`src/rtl/pc_fetch_ctrl.sv`:
```
// IFU program counter and fetch controller: one outstanding imem
// request, 2-entry instruction queue, redirect flush and squash.
module pc_fetch_ctrl #(
    parameter logic [15:0] RESET_PC = 16'h0000
) (
    input  logic        clk,
    input  logic        rst_n,
    output logic [15:0] pc_out,
    input  logic [15:0] pc_inc,
    input  logic        redirect,
    input  logic [15:0] redirect_pc,
    output logic        imem_req,
    output logic [15:0] imem_addr,
    input  logic        imem_gnt,
    input  logic        imem_rvalid,
    input  logic [15:0] imem_rdata,
    output logic        inst_valid,
    output logic [15:0] inst,
    output logic [15:0] inst_pc,
    input  logic        inst_ready
);

    typedef enum logic {
        S_FETCH = 1'b0,
        S_WAIT  = 1'b1
    } state_e;

    state_e      state_q, state_d;
    logic [15:0] pc_q, pc_d;
    logic [15:0] req_pc_q, req_pc_d;
    logic        squash_q, squash_d;
    logic [1:0]  count_q, count_d;
    logic [15:0] data0_q, data0_d, data1_q, data1_d;
    logic [15:0] ipc0_q, ipc0_d, ipc1_q, ipc1_d;

    logic        grant;
    logic        rsp;
    logic        push;
    logic        pop;
    logic        wr_hi;
    logic [1:0]  wr_idx;

    assign pc_out     = pc_q;
    assign imem_addr  = pc_q;
    assign inst_valid = (count_q != 2'd0);
    assign inst       = data0_q;
    assign inst_pc    = ipc0_q;

    always_comb begin
        imem_req = rst_n && (state_q == S_FETCH) && (count_q < 2'd2);
        grant    = imem_req && imem_gnt;
        rsp      = (state_q == S_WAIT) && imem_rvalid;
        push     = rsp && !squash_q && !redirect;
        pop      = inst_valid && inst_ready && !redirect;
        wr_idx   = count_q - {1'b0, pop};
        wr_hi    = (wr_idx != 2'd0);
    end

    always_comb begin
        state_d  = state_q;
        pc_d     = pc_q;
        req_pc_d = req_pc_q;
        squash_d = squash_q;
        count_d  = count_q;
        data0_d  = data0_q;
        data1_d  = data1_q;
        ipc0_d   = ipc0_q;
        ipc1_d   = ipc1_q;

        unique case (state_q)
            S_FETCH: begin
                if (grant) begin
                    req_pc_d = pc_q;
                    pc_d     = pc_inc;
                    state_d  = S_WAIT;
                end
            end
            S_WAIT: begin
                if (imem_rvalid) begin
                    squash_d = 1'b0;
                    state_d  = S_FETCH;
                end
            end
            default: state_d = S_FETCH;
        endcase

        if (pop) begin
            data0_d = data1_q;
            ipc0_d  = ipc1_q;
        end
        if (push) begin
            if (wr_hi) begin
                data1_d = imem_rdata;
                ipc1_d  = req_pc_q;
            end else begin
                data0_d = imem_rdata;
                ipc0_d  = req_pc_q;
            end
        end

        unique case ({push, pop})
            2'b10:   count_d = count_q + 2'd1;
            2'b01:   count_d = count_q - 2'd1;
            default: count_d = count_q;
        endcase

        // Redirect wins; a response still owed to us must be dropped,
        // unless it is arriving right now and so is already consumed.
        if (redirect) begin
            pc_d    = redirect_pc;
            count_d = 2'd0;
            if ((state_q == S_WAIT && !imem_rvalid) || grant) begin
                squash_d = 1'b1;
            end
        end
    end

    always_ff @(posedge clk) begin
        if (!rst_n) begin
            state_q  <= S_FETCH;
            pc_q     <= RESET_PC;
            req_pc_q <= 16'h0000;
            squash_q <= 1'b0;
            count_q  <= 2'd0;
            data0_q  <= 16'h0000;
            data1_q  <= 16'h0000;
            ipc0_q   <= 16'h0000;
            ipc1_q   <= 16'h0000;
        end else begin
            state_q  <= state_d;
            pc_q     <= pc_d;
            req_pc_q <= req_pc_d;
            squash_q <= squash_d;
            count_q  <= count_d;
            data0_q  <= data0_d;
            data1_q  <= data1_d;
            ipc0_q   <= ipc0_d;
            ipc1_q   <= ipc1_d;
        end
    end

endmodule

```
`config.mk`:
```
export PLATFORM = sky130hd
export DESIGN_NAME = pc_fetch_ctrl
export DESIGN_NICKNAME = d
export VERILOG_FILES = /design/src/rtl/pc_fetch_ctrl.sv
export SDC_FILE = /design/constraint.sdc
export NUM_CORES = 1
export LEC_CHECK = 0
export CORE_MARGIN = 8
export CORE_UTILIZATION = 47
export DETAILED_ROUTE_END_ITERATION = 16
export GPL_ROUTABILITY_DRIVEN = 0
export PLACE_DENSITY = 0.84
export SYNTH_ARGS = -nofsm -noshare
export SYNTH_HDL_FRONTEND = slang
export SYNTH_SLANG_ARGS = --single-unit
```
`constraint.sdc`:
```
create_clock -name clk -period 2.08 [get_ports clk]
set_input_delay 0.208 -clock clk [delete_from_list [all_inputs] [get_ports clk]]
set_output_delay 0.208 -clock clk [all_outputs]
set_load 0.05 [all_outputs]
```
---- Word-level counts from Yosys, hierarchy flattened ----
Index checks and enable logic that the tools add are counted.
word-level totals
  output and inout port bits .............. 66
  register bits after elaboration ......... 100
  logic and storage cells ................. 56
  input bits .............................. 54
operators by class
  reduce and logical (&&, ||, !) cells .... 21
  $add $sub $neg .......................... 3
  mux-type cells .......................... 17
  bitwise logic cells ..................... 2
  eq/ne operators ......................... 3
  $lt $le $gt $ge ......................... 1
operator list
  kind                                                                   number
  16-bit 2-to-1 mux                                                      9
  1-bit logical AND                                                      9
  2-bit nonzero test                                                     4
  1-bit 2-to-1 mux                                                       6
  2-bit AND reduction                                                    3
  2-bit one-hot mux with 2 select lines                                  1
  1-bit logical NOT                                                      3
  2-bit by 1-bit adder with 2-bit output, second input constant          1
  2-bit by 1-bit equality test with 1-bit output, second input constant  1
  2-bit equality test, second input constant                             1
  2-bit < comparator, second input constant                              1
  2-bit != test, second input constant                                   1
  1-bit NOT                                                              2
  1-bit one-hot mux with 2 select lines                                  1
  2-bit OR reduction                                                     1
  2-bit by 1-bit subtractor with 2-bit output                            1
  2-bit by 1-bit subtractor with 2-bit output, second input constant     1
  1-bit logical OR                                                       1

---- Depth between registers and ports, before layout ----
  depth after elaboration ................. 7
  mapped depth ............................ 8
  depth with buffers taken out ............ 7

---- Least setup slack after synthesis ----
OpenSTA, ideal clock, no wires.
  path type ............................... register -> register
  start point ............................. register count_q[1]
  end point ............................... register pc_q[10], in the netlist imem_addr[10]
  period minus slack after synthesis ...... 2.435 ns
  required time ........................... 1.943 ns
  arrival ................................. 2.298 ns
  library setup time ...................... 0.137 ns
  path slack .............................. -0.355 ns
  stages on the path, launching flop included .. 6
  buffers on the path ..................... 1
  path through ............................ dfxtp_1 > nor3b_1 > nand2_1 > clkbuf_1 > nand2_1 > a31oi_1
between the ends
  word-level cells in the longest chain between the ends .. 5
RTL lines
  element                               line  source
  from (decl)                           32    logic [1:0] count_q, count_d;
  from (signal assigned)                134   count_q <= count_d;
  2-bit < comparator                    50    imem_req = rst_n && (state_q == S_FETCH) && (count_q < 2'd2);
  1-bit logical AND                     50
  named net imem_req                    12    output logic imem_req,
  1-bit logical AND                     51    grant = imem_req && imem_gnt;
  2-bit nonzero test (no source line)   --
  2-bit AND reduction (no source line)  --
  to (signal assigned)                  131   pc_q <= pc_d;
  to (decl)                             29    logic [15:0] pc_q, pc_d;
The timed path passes the listed nets, and every way through them passes these cells.
A chain may end at the register's enable or synchronous reset.

---- Final worst setup path ----
  start point ............................. register count_q[1]
  end point ............................... output inst_valid
between the ends
  word-level cells in the longest chain between the ends .. 1
RTL lines
  element             line  source
  2-bit nonzero test  45    assign inst_valid = (count_q != 2'd0);
  to (decl)           17    output logic inst_valid,
No other way between the ends.

==> metrics.txt <==
PostCTS Resize Cnt=0; CTS Buf Count=9; crit end category=output port; hold endpoint=imem_addr[9]; Max Root-Sink Buffers=2; CP required=1.87 ns; final critical-path required period=1.99 ns; Worst-Skew Late Latency=0.36 ns; Area contributors post-synth=dfxtp_1 48%, nand2_1 18%, a31oi_1 7.3%; clk_skew=0.0124 ns; WL/cell=14.5 µm; reg2reg start=state_q; Fmax=501 MHz; largest area contributor in the netlist=dfxtp_1; reg-to-reg slack, setup=0.32 ns; Worst Hold Class=input port to register; # setup viols final=0; #FFs+latches synth=100; H-tree depth=3; CP Data Arrival Time=1.79 ns; Setup CP Type=register to output port; Post-CTS Setup Repair Bufs=0; reg-to-reg endpoint=inst_pc[4]; cells after synthesis=521; number of DRC markers in iteration 0=174; hold buffer count at cts=0; leakage=0.00183 µW; Seq/Total Area, Yosys=0.485; Top Metal Used=met4; RSZ-0062 raised after global routing=no; total grt overflow=0; initial antenna violation count=0; Final ANT Viol Nets=0; asr flop ratio synth=0; core footprint=8640 µm²; fin crit share=0.959; Synth Net Count=576; Yosys warning total=0; Slew HR=0.455; status=complete, no violations; Tot GR Track Use=0.174; Worst Hold Margin=0.407 ns; nets=662; Reg power frac=0.525; final-layout fill cell count=732; met3 routed WL=661 µm; Clk pwr share=0.310; Combinational Power Share=0.165; Tightest Pin Transition=0.817 ns; detailed placement HPWL=7070 µm; pre-CTS setup slack=-0.00440 ns; peak supply drop=0.000458 V; EDFF count, synth=0; die width=110 µm; switch share=0.292; cells on worst reg2reg path=6; antenna cells=0; Final Util=0.630; Finished Layout Cells=720; wl on met1=4670 µm; vias=3768; net switching power=1120 µW; Rows=34; Pint=2710 µW; final hold vios=0; clock tree sinks=100; DP Cell Count=704; DR vias/cell=5.23; crit start category=register; DR WL met2=4880 µm; first-pass GRT wire length=17000 µm; die area=12000 µm²; vias in the first global route=3707; TritonCTS clock tree=done; Max Cap Viol=0; IO buf count=119; Distinct cells, synth=28; I/O pin cnt=120; die height=110 µm; Area growth syn-to-layout=31.8%; first drt pass iteration count=5; final WL=10400 µm; Power per Cell Area=704 nW/µm²; top cell type's share of synthesized area=0.485; worst hold path startpoint=pc_inc[9]; syn avg cell area=7.92 µm²; worst-path maximum fanout=7; clk root buf=clkbuf_8; CP startpoint=count_q[1]; layout cells sized above 1=0.0556; Hold Path Depth=3; setup TNS=0 ns; Top FF cell, synth=dfxtp_1; synthesized cell area=4130 µm²; Clock transition at path regs=0.10 ns; setup ws final=0.0855 ns; largest net degree at the start of global routing=101; Remaining DRCs=0; Slew Viols, Final=0; Starting Density=0.478
[layer usage]
| layer | vias up | global-route usage |
|---|---|---|
| met1 | 1733 | 0.201 |
| met5 | - | 0 |
| met4 | 0 | 0.0762 |
| li1 | 1903 | - |
| met3 | 17 | 0.0504 |
| met2 | 115 | 0.292 |
[power by group through the flow]
stage	Sequential [µW]	Combinational, µW	Clock, µW
2_1_floorplan	2180	276	0
3_3_place_gp	2050	625	0
3_5_place_dp	2060	633	0
4_1_cts	2010	636	1220
5_1_grt	2020	669	1310
6_report	2010	632	1190
[cells in the mapped netlist, types with 3 or more instances]
cell	count
o21ai_1	29
buf_4	19
nand2_1	196
buf_1	6
inv_1	3
a21boi_1	9
dfxtp_1	100
a31oi_1	48
a21boi_0	39
o21ai_0	22
buf_6	7
clkbuf_1	22
[kinds of logic (layout without fill, tap and decap cells)]
logic type      Yosys count  in the layout  share of synthesized area
flops                   100            100                      0.485
fa+ha+maj                 1              1                    0.00303
simple gates            207            207                      0.196
compound gates          150            150                      0.226
xor+xnor                  2              2                    0.00424
buf+inv                  61            152                     0.0861
[worst max-delay path, stage by stage, from the launching register on]
cell and delay, ns:
dfxtp_1 0.48, nor2_1 0.10, inv_1 0.06, clkdlybuf4s50_1 0.80
[layout make-up]
cell class	instances	area (µm²)	area share
clock buffer	10	138	0.0253
sequential	100	2000	0.368
multi-input combinational	360	1780	0.327
inverter	5	18.8	0.00345
timing repair buffer	131	1310	0.241
tap	108	135	0.0248
clock inverter	6	55.1	0.0101
[stage by stage]
stage                     area [µm²]  power [µW]
final                           5440        3830
after CTS                       5440        3870
after floorplan                 4130        2460
after detailed placement        5250        2690
after global placement          5250        2680
after global routing            5440        4000
[worst max-delay path by stage]
stage	cells after the start	endpoint	slack (ns)
after global placement	7	inst[0]	0.07
after CTS	3	inst_valid	0.06
after global routing	3	inst_valid	0.002
after detailed placement	7	inst_pc[4]	-0.004
after floorplan	6	req_pc_q[11]	0.24
final	3	inst_valid	0.09
[layout by cell type, fill, tap and decap left out, drive strengths merged, types with 2 or more instances in the layout]
cell,instances
o21ai,51
clkinv,4
nor2,2
dfxtp,100
a21oi,2
a31oi,48
nand2,196
nor2b,2
or3,2
a21boi,48
clkdlybuf4s50,117
inv,7
buf,14
clkbuf,10
[sequential cells by signal, indices dropped and copies added (netlist names)]
name and flops:
count_q 2, data1_q 16, imem_addr 16, inst 16, inst_pc 16, ipc1_q 16, req_pc_q 16, squash_q 1
state_q 1
(Power assumes the default switching activity.)
